[config.mk]
export PLATFORM = sky130hd
export DESIGN_NAME = shift_data_path_flat
export DESIGN_NICKNAME = d
export VERILOG_FILES = /design/src/rtl/shift_data_path_if.sv /design/src/rtl/shift_data_path.sv /design/src/flat_wrapper.sv
export SDC_FILE = /design/constraint.sdc
export NUM_CORES = 1
export LEC_CHECK = 0
export CAP_MARGIN = 25
export CORE_MARGIN = 2
export CORE_UTILIZATION = 50
export DETAILED_ROUTE_END_ITERATION = 10
export PLACE_DENSITY = 0.75
export SYNTH_ARGS = -nofsm -noshare
export SYNTH_HDL_FRONTEND = slang
export SYNTH_SLANG_ARGS = --single-unit
[constraint.sdc]
create_clock -name clk -period 15.1 [get_ports clk]
set_input_delay 1.51 -clock clk [delete_from_list [all_inputs] [get_ports clk]]
set_output_delay 1.51 -clock clk [all_outputs]
set_load 0.005 [all_outputs]
[src/rtl/shift_data_path_if.sv]
// -----------------------------------------------------------------------------
// shift_data_path_if
//   Bundles the write/flush controls, the edge threshold and the observable
//   state of shift_data_path into one interface.
//
//   Signals
//     write_en   1   shift data_in into the store this cycle
//     data_in    32  four 8-bit pixels, byte k = bits [8k+7:8k]
//     flush      1   synchronous clear of store and fill count
//     threshold  16  unsigned edge threshold
//     w0..w5     32  store contents, w0 newest, w5 oldest
//     full       1   six words held since reset/flush
//     edges      32  four Sobel results, one byte each
//
//   Modports
//     master  drives the controls and observes the outputs (stimulus side)
//     slave   the shift_data_path side
// -----------------------------------------------------------------------------
interface shift_data_path_if;
    logic        write_en;
    logic [31:0] data_in;
    logic        flush;
    logic [15:0] threshold;
    logic [31:0] w0;
    logic [31:0] w1;
    logic [31:0] w2;
    logic [31:0] w3;
    logic [31:0] w4;
    logic [31:0] w5;
    logic        full;
    logic [31:0] edges;

    modport master (
        output write_en, data_in, flush, threshold,
        input  w0, w1, w2, w3, w4, w5, full, edges
    );

    modport slave (
        input  write_en, data_in, flush, threshold,
        output w0, w1, w2, w3, w4, w5, full, edges
    );
endinterface

[src/rtl/shift_data_path.sv]
// -----------------------------------------------------------------------------
// shift_data_path
//   Six-word pixel store forming a 3-row x 8-column window, with four Sobel
//   edge detectors on the middle row (columns 2..5).
//
//   Ports
//     clk    rising-edge clock for all state
//     rst_n  asynchronous active-low reset (clears store, count and full)
//     bus    shift_data_path_if.slave: write_en, data_in, flush, threshold in;
//            w0..w5, full, edges out
//
//   Window rows (column 0 = byte 0 of the older word of each pair):
//     top = w5 bytes 0-3, w4 bytes 0-3
//     mid = w3, w2
//     bot = w1, w0
//
//   Configuration macro SDP_MAGNITUDE_OUT_EN
//     undefined: edges byte = 8'hFF when |Gx|+|Gy| > threshold, else 8'h00
//     defined:   edges byte = min(|Gx|+|Gy|, 255); threshold ignored
//   In both builds edges reads zero until the store is full.
// -----------------------------------------------------------------------------
module shift_data_path (
    input  logic              clk,
    input  logic              rst_n,
    shift_data_path_if.slave  bus
);

    // store_q[0] is the newest word (w0), store_q[5] the oldest (w5).
    logic [5:0][31:0] store_q;
    logic [2:0]       count_q;
    logic             full_q;

    // Each row as one 64-bit vector so that column c is simply bits [8c+7:8c].
    logic [63:0] row_top;
    logic [63:0] row_mid;
    logic [63:0] row_bot;
    logic [31:0] edges_raw;

    // -------------------------------------------------------------------------
    // Store, fill count and full flag
    // -------------------------------------------------------------------------
    always_ff @(posedge clk or negedge rst_n) begin
        // NOTE: the store is only six words, and reset must make edges/full
        // observably zero at once, so every storage bit is reset here rather
        // than left to power-up values as a large RAM would be.
        if (!rst_n) begin
            store_q <= '0;
            count_q <= '0;
            full_q  <= 1'b0;
        end else if (bus.flush) begin
            // flush outranks a simultaneous write
            store_q <= '0;
            count_q <= '0;
            full_q  <= 1'b0;
        end else if (bus.write_en) begin
            // NOTE: non-blocking assignments make every register read the
            // pre-edge value, which is exactly the shift-register behaviour.
            store_q <= {store_q[4:0], bus.data_in};
            if (count_q != 3'd6) begin
                count_q <= count_q + 3'd1;
            end
            // full becomes 1 on the edge that takes the 6th write and stays 1
            full_q <= (count_q >= 3'd5);
        end
    end

    // -------------------------------------------------------------------------
    // Sobel magnitude from the eight neighbours (centre pixel has weight 0).
    // Positive and negative halves are kept unsigned so |G| is a single
    // compare-and-subtract; each half is at most 1020 and fits 10 bits.
    // -------------------------------------------------------------------------
    function automatic logic [10:0] sobel_mag(
        input logic [7:0] t0, input logic [7:0] t1, input logic [7:0] t2,
        input logic [7:0] m0,                       input logic [7:0] m2,
        input logic [7:0] b0, input logic [7:0] b1, input logic [7:0] b2
    );
        logic [9:0] gx_pos, gx_neg, gy_pos, gy_neg;
        logic [9:0] ax, ay;
        gx_pos = {2'b0, t2} + {1'b0, m2, 1'b0} + {2'b0, b2};
        gx_neg = {2'b0, t0} + {1'b0, m0, 1'b0} + {2'b0, b0};
        gy_pos = {2'b0, b0} + {1'b0, b1, 1'b0} + {2'b0, b2};
        gy_neg = {2'b0, t0} + {1'b0, t1, 1'b0} + {2'b0, t2};
        ax = (gx_pos >= gx_neg) ? (gx_pos - gx_neg) : (gx_neg - gx_pos);
        ay = (gy_pos >= gy_neg) ? (gy_pos - gy_neg) : (gy_neg - gy_pos);
        return {1'b0, ax} + {1'b0, ay};
    endfunction

    function automatic logic [7:0] edge_byte(input logic [10:0] mag,
                                             input logic [15:0] thr);
`ifdef SDP_MAGNITUDE_OUT_EN
        return (mag > 11'd255) ? 8'hFF : mag[7:0];
`else
        return ({5'b0, mag} > thr) ? 8'hFF : 8'h00;
`endif
    endfunction

    assign row_top = {store_q[4], store_q[5]};
    assign row_mid = {store_q[2], store_q[3]};
    assign row_bot = {store_q[0], store_q[1]};

    always_comb begin
        // NOTE: default first so no path through this block leaves edges_raw
        // unassigned, which would otherwise infer a latch.
        edges_raw = '0;
        for (int k = 0; k < 4; k++) begin
            // output byte k is centred on column k+2, neighbours k+1 .. k+3
            edges_raw[8*k +: 8] = edge_byte(
                sobel_mag(row_top[8*(k+1) +: 8], row_top[8*(k+2) +: 8], row_top[8*(k+3) +: 8],
                          row_mid[8*(k+1) +: 8],                        row_mid[8*(k+3) +: 8],
                          row_bot[8*(k+1) +: 8], row_bot[8*(k+2) +: 8], row_bot[8*(k+3) +: 8]),
                bus.threshold);
        end
    end

    // -------------------------------------------------------------------------
    // Outputs
    // -------------------------------------------------------------------------
    assign bus.w0    = store_q[0];
    assign bus.w1    = store_q[1];
    assign bus.w2    = store_q[2];
    assign bus.w3    = store_q[3];
    assign bus.w4    = store_q[4];
    assign bus.w5    = store_q[5];
    assign bus.full  = full_q;
    assign bus.edges = full_q ? edges_raw : 32'h0000_0000;

endmodule

[src/flat_wrapper.sv]
// flat-port wrapper written by rule: the top's interface ports become plain ports
module shift_data_path_flat 
  (clk, rst_n, bus_write_en, bus_data_in, bus_flush, bus_threshold, bus_w0, bus_w1, bus_w2, bus_w3, bus_w4, bus_w5, bus_full, bus_edges);
  shift_data_path_if bus_i ();
  input  logic clk;
  input  logic rst_n;
  input wire logic [$bits(bus_i.write_en)-1:0] bus_write_en;
  input wire logic [$bits(bus_i.data_in)-1:0] bus_data_in;
  input wire logic [$bits(bus_i.flush)-1:0] bus_flush;
  input wire logic [$bits(bus_i.threshold)-1:0] bus_threshold;
  output wire logic [$bits(bus_i.w0)-1:0] bus_w0;
  output wire logic [$bits(bus_i.w1)-1:0] bus_w1;
  output wire logic [$bits(bus_i.w2)-1:0] bus_w2;
  output wire logic [$bits(bus_i.w3)-1:0] bus_w3;
  output wire logic [$bits(bus_i.w4)-1:0] bus_w4;
  output wire logic [$bits(bus_i.w5)-1:0] bus_w5;
  output wire logic [$bits(bus_i.full)-1:0] bus_full;
  output wire logic [$bits(bus_i.edges)-1:0] bus_edges;
  assign bus_i.write_en = bus_write_en;
  assign bus_i.data_in = bus_data_in;
  assign bus_i.flush = bus_flush;
  assign bus_i.threshold = bus_threshold;
  assign bus_w0 = bus_i.w0;
  assign bus_w1 = bus_i.w1;
  assign bus_w2 = bus_i.w2;
  assign bus_w3 = bus_i.w3;
  assign bus_w4 = bus_i.w4;
  assign bus_w5 = bus_i.w5;
  assign bus_full = bus_i.full;
  assign bus_edges = bus_i.edges;
  shift_data_path u_core (.clk(clk), .rst_n(rst_n), .bus(bus_i));
endmodule
==> impl_metrics.toml, run 1 <==
[setup_path]
timing.critical_path.required_ns = 13.59
slowest_delay_ns = 0.62
timing.critical_path.slowest_stage_cell = "a311oi_4"
crit_path_arrival_time_ns = 9.14
worst_setup_path_category = "register to primary output"
cp-start-kind = "register"
critical_path.most_common_cell = "a21oi_1"
end_kind = "primary output"
worst-path-max-fanout = 8

[floorplanning]
initial_utilization = 0.5064
die_w_microns = 221.2
die_height_microns = 221.2
fp.dieArea_sq_mm = 0.04891
fp.coreArea_sq_mm = 0.04656
num_rows = 79
num_ports = 277

[place]
pre_cts_ws_ns = 4.986
i_o_buffers = 276
placed_cells = 3344
hpwlAfterDp_mm = 61.07
routability_congestion_estimate_from_global_placement = 1.027
place_area_sq_mm = 0.02669

[route]
drt_pre_antenna_iters = 5
drt_wl_total_mm = 75.66
drt-wirelength-per-cell_microns = 22.38
drc = 0
drt_iter0_drc = 1586
detail_route.vias_per_cell = 5.824
postRouteAntennaNets = 0
vias = 19691

[layout]
layout.cells.most_common_list = "ha_1, inv_1, nor2_1"
post_route_cells_drive_above_1_share = 0.02850
layout.core_utilization = 0.5891
layout_commonest_cell = "ha_1"
final-instance-count-excl-fill = 3381
design_area_sq_mm = 0.02742
area_growth_syn_to_layout_pct = 16.31
finalNetCount = 3300

[pwr]
total_chip_power_mw = 2.988
power.density_cell_area_mw_per_mm2 = 109.0
power.leakage_nw = 14.20
vdd_drop_max_mv = 0.08628

[clocking]
cts_hold_bufs = 0
post-cts-setup-buffer-count = 0
cts.sink_count = 196
tritoncts = "built"
clock-root-buffer = "clkbuf_16"
cts_buffers = 17
cts_resized = 0
htree_num_levels = 4
ctsLongestPathBuffers = 2
clkTransAtPathRegs_ns = 0.07
insertion_delay_ns = 0.45

[status]
run_status = "finished, final reports clean"

[timing]
finalMaxSlewViolations = 0
final_min_period_over_clock_period = 0.7050
finalWorstSetupSlack_ns = 4.454
tns_ns = 0
hold_slack_ns = 0.5384
worst_clock_skew_ns = 0.006333
setup_repair_after_global_routing_missed_its_margin = "no"
final.min_clock_period_ns = 10.65
achievable-frequency_mhz = 93.93
finalSetupViolCount = 0
slew_hr = 0.3025
hold_viol = 0
worst_slew_pin_slew_ns = 1.046

[logic_synthesis]
number_of_enable_flip_flop_cells_after_synthesis = 0
seq_area_frac_synth = 0.2080
synth_top_cells_by_area = "dfrtp_1, ha_1, fa_1"
post_synth_num_cell_types = 74
synth-async-reset-ratio = 1.000
syn_nets = 3093
synth_flop_cell = "dfrtp_1"
synthesis.area_per_instance_sq_um = 9.239
synth_warnings = 0
synth.largest_area_cell = "dfrtp_1"
synth-seq-cells = 196
synthDominantCellAreaShare = 0.2080
synth.cell_area_sq_mm = 0.02358
post_synth_inst_count = 2552

[hold_path]
hold_path.class = "register to register"

[grt]
grt_overflow_total = 0
antenna_violations_before_repair = 1
pin_count_of_the_biggest_net_entering_global_routing = 122
first_global_vias = 19214
grt_usage = 0.3043
grt_pass1_wl_mm = 115.0

[job]
cap_viol_max_count = 0
## per-layer routing
layer  GRT usage  wire, microns  vias to the layer above
met3     0.06440           6215                      170
met1      0.4231          33590                     9551
met5           0              0                        -
li1            -              -                     9123
met4      0.1269           3498                        0
met2      0.4598          32350                      847
## final cells by class
cell class / count / area [sq um]
Multi-Input combinational cell: 1935 / 16990
Fill cell: 3994 / 19130
Clock inverter: 11 / 219.0
Tap cell: 607 / 759.5
Inverter: 323 / 1212
Antenna cell: 2 / 5.005
Clock buffer: 21 / 450.4
Sequential cell: 196 / 4905
Timing Repair Buffer: 286 / 2885
## sequential cells by signal, indices dropped and copies added, names as in the netlist
| name | cells |
|---|---|
| u_core.count_q | 3 |
| u_core.bus.w3 | 32 |
| u_core.bus.w5 | 32 |
| u_core.bus.w4 | 32 |
| u_core.bus.w0 | 32 |
| u_core.bus.w2 | 32 |
| u_core.bus.w1 | 32 |
| u_core.bus.full | 1 |
## power breakdown
group          total, mW  internal (mW)  switching [mW]
registers          0.566          0.535          0.0310
logic               1.90          0.853            1.05
clock network      0.521          0.317           0.204
## logic make-up (layout without fill, tap and decap cells)
| family | count (synthesis) | in the layout | share of synthesized area |
|---|---|---|---|
| AO/OA/AOI/OAI | 540 | 540 | 0.1509 |
| adder cells (fa/ha/maj) | 493 | 493 | 0.3032 |
| AND/OR/NAND/NOR | 463 | 463 | 0.08815 |
| buffers and inverters | 421 | 641 | 0.07148 |
| multiplexers | 256 | 256 | 0.1094 |
| flip-flops | 196 | 196 | 0.2080 |
| XOR/XNOR | 183 | 183 | 0.06878 |
| other | 0 | 2 | 0 |
## path summary, 6_finish.rpt
check | from | to | cells past startpoint | slack (ns)
worst max-delay path | u_core.bus.w5[25]$_DFFE_PN0P_ | bus_edges[3] | 32 | 4.45
worst max register to register | u_core.count_q[0]$_DFFE_PN0P_ | u_core.count_q[1]$_DFFE_PN0P_ | 5 | 13.63
min in group asynchronous | rst_n | u_core.bus.w4[29]$_DFFE_PN0P_ | 1 | 0.86
worst min-delay path | u_core.bus.w5[5]$_DFFE_PN0P_ | u_core.bus.w5[5]$_DFFE_PN0P_ | 2 | 0.54
worst min register to register | u_core.bus.w5[5]$_DFFE_PN0P_ | u_core.bus.w5[5]$_DFFE_PN0P_ | 2 | 0.54
max in group asynchronous | rst_n | u_core.bus.w2[19]$_DFFE_PN0P_ | 3 | 12.45
## critical path, delay by kind of cell, from the launching register on
family                     cells  cell delay, ns
muxes                          1            0.44
xor gates and xnor gates       1            0.31
buffers and inverters          3            0.83
and+or+nand+nor                7            1.08
adders and majority gates      6            2.20
AOI/OAI and AO/OA             14            3.25
DFF                            1            0.57
## synthesized netlist by cell type (30+ instances only)
cell type and n:
a21oi_1 201, clkbuf_1 49, o21bai_1 64, xnor2_1 138, o21a_1 32, a21o_1 78
o21ai_0 54, nor3_1 30, ha_1 357, dfrtp_1 196, nand2_1 46, mux2i_1 242
fa_1 132, inv_1 323, xor2_1 44, nor2_1 276
No activity file was read; power rests on OpenSTA's default activity.
==> run 2, diff against run 1 <==
--- a/config.mk
+++ b/config.mk
@@ -9,7 +9,7 @@
 export CORE_MARGIN = 2
 export CORE_UTILIZATION = 50
 export DETAILED_ROUTE_END_ITERATION = 10
-export PLACE_DENSITY = 0.75
+export PLACE_DENSITY = 0.77
 export SYNTH_ARGS = -nofsm -noshare
 export SYNTH_HDL_FRONTEND = slang
 export SYNTH_SLANG_ARGS = --single-unit
==> constraint.sdc (replaced) <==
create_clock -name clk -period 8.7 [get_ports clk]
set_input_delay 0.87 -clock clk [delete_from_list [all_inputs] [get_ports clk]]
set_output_delay 0.87 -clock clk [all_outputs]
set_load 0.005 [all_outputs]
==> impl_metrics.toml, run 2 (synthesis gave the netlist of run 1 again) <==
[status]
run_status = "finished, final reports clean"

[layout]
finalNetCount = 3445
layout.core_utilization = 0.6272
post_route_cells_drive_above_1_share = 0.1289
count_of_antenna_diodes_in_the_layout = 0
final-instance-count-excl-fill = 3523
layout_commonest_cell = "ha_1"
area_growth_syn_to_layout_pct = 23.84
layout.cells.most_common_list = "ha_1, inv_1, nor2_1"

[timing]
final.min_clock_period_ns = 8.425
slew_hr = 0.3491
final_min_period_over_clock_period = 0.9684
finalSetupViolCount = 0
worst_slew_pin_slew_ns = 0.9638
achievable-frequency_mhz = 118.7
finalWorstSetupSlack_ns = 0.2746
worst_clock_skew_ns = 0.008034
hold_viol = 0
finalMaxSlewViolations = 0

[setup_path]
worst_setup_path_category = "register to primary output"
worst-path-max-fanout = 5
rrSetupSlack_ns = 7.06
r2r-start = "u_core.count_q[0]$_DFFE_PN0P_"
ff2ff_path_depth = 5
cp-start-kind = "register"
critical_path.most_common_cell = "ha_1"
end_kind = "primary output"
timing.critical_path.required_ns = 7.83
slowest_delay_ns = 0.53
crit_path_arrival_time_ns = 7.56
timing.critical_path.slowest_stage_cell = "fa_1"
critical_path.reg2reg.endpoint = "u_core.count_q[1]$_DFFE_PN0P_"

[place]
i_o_buffers = 276
pre_cts_ws_ns = 0.07194
routability_congestion_estimate_from_global_placement = 0.9743
placed_cells = 3433
hpwlAfterDp_mm = 62.26

[clocking]
cts.sink_count = 196
ctsLongestPathBuffers = 2
htree_num_levels = 4
cts_hold_bufs = 0
tritoncts = "built"
clkTransAtPathRegs_ns = 0.07
insertion_delay_ns = 0.45
cts_buffers = 17
clock-root-buffer = "clkbuf_16"

[grt]
antenna_violations_before_repair = 1
grt_usage = 0.3066
first_global_vias = 19938
pin_count_of_the_biggest_net_entering_global_routing = 128
grt_overflow_total = 0
grt_pass1_wl_mm = 117.0

[pwr]
power.leakage_nw = 15.36
total_chip_power_mw = 5.656
power.density_cell_area_mw_per_mm2 = 193.7
vdd_drop_max_mv = 0.1702

[floorplanning]
die_height_microns = 221.2
fp.dieArea_sq_mm = 0.04891
die_w_microns = 221.2
num_rows = 79
fp.coreArea_sq_mm = 0.04656
initial_utilization = 0.5064
num_ports = 277

[route]
drt_iter0_drc = 1577
drt_wl_total_mm = 77.88
drc = 0
postRouteAntennaNets = 0
vias = 20428
detail_route.vias_per_cell = 5.798
drt_pre_antenna_iters = 5
drt-wirelength-per-cell_microns = 22.11

[hold_path]
hold_path.class = "input pin to async pin"

[job]
cap_viol_max_count = 0
==> run 2: cell types whose count changed in the layout (fill, tap and decap cells not counted), sizes merged, moves of 2 or more <==
cell,change
diode,-2
clkbuf,-2
clkdlybuf4s50,-24
dlymetal6s2s,+18
dlygate4sd2,+6
buf,+145
bufinv,-3
clkinv,+3
==> run 2: through the flow <==
stage	hold WS, ns	instance area [sq um]	TNS, ns
2_1_floorplan	0.5106	23580	0
3_3_place_gp	0.5063	27360	0
3_5_place_dp	0.5150	27360	0
4_1_cts	0.5333	28170	0
5_1_grt	0.3721	29200	-0.4284
6_report	0.3507	29200	0
==> run 2: metal layers <==
layer / share of wire / up-vias / global-route usage
li1: - / 9413 / -
met1: 0.44 / 9962 / 0.4220
met2: 0.45 / 901 / 0.4781
met3: 0.070 / 150 / 0.05471
met4: 0.043 / 2 / 0.1232
met5: 0.00017 / - / 0
==> run 2: cell type report <==
class / count / area (sq um)
multi-input combinational: 1936 / 17660
clock inverter: 11 / 150.1
inverter: 323 / 1212
timing repair buffer: 430 / 4045
fill: 3770 / 17360
sequential: 196 / 4920
tap: 607 / 759.5
clock buffer: 20 / 446.7
==> run 2: how the worst max path moves through the flow <==
| stage | start | end | depth (start not counted) |
|---|---|---|---|
| after global placement | u_core.bus.w4[17]$_DFFE_PN0P_ | bus_edges[25] | 32 |
| after global routing | u_core.bus.w1[25]$_DFFE_PN0P_ | bus_edges[23] | 34 |
| after floorplan | u_core.bus.w5[25]$_DFFE_PN0P_ | bus_edges[1] | 32 |
| after detailed placement | u_core.bus.w1[25]$_DFFE_PN0P_ | bus_edges[23] | 33 |
| after CTS | u_core.bus.w4[1]$_DFFE_PN0P_ | bus_edges[8] | 34 |
| final | u_core.bus.w1[25]$_DFFE_PN0P_ | bus_edges[23] | 32 |
==> run 2: critical path: cells and delay by family, from the launching register on <==
kind | cells | cell delay, ns
xor gates and xnor gates | 1 | 0.16
buffers and inverters | 4 | 0.53
adders and majority gates | 6 | 1.99
AOI/OAI and AO/OA | 14 | 2.66
DFF | 1 | 0.37
and+or+nand+nor | 7 | 1.36
==> run 2: timing repair <==
| action | in CTS | in global routing |
|---|---|---|
| pin swaps | 8 | 90 |
| buffers inserted | 4 | 52 |
| gates resized for setup | 51 | 155 |
| cloned | 0 | 1 |
| setup endpoints to repair | 32 | 32 |
==> run 2: report_power, final <==
group | internal (mW) | switching [mW] | total, mW
logic | 1.82 | 2.05 | 3.87
clock network | 0.460 | 0.364 | 0.824
registers | 0.929 | 0.0359 | 0.965
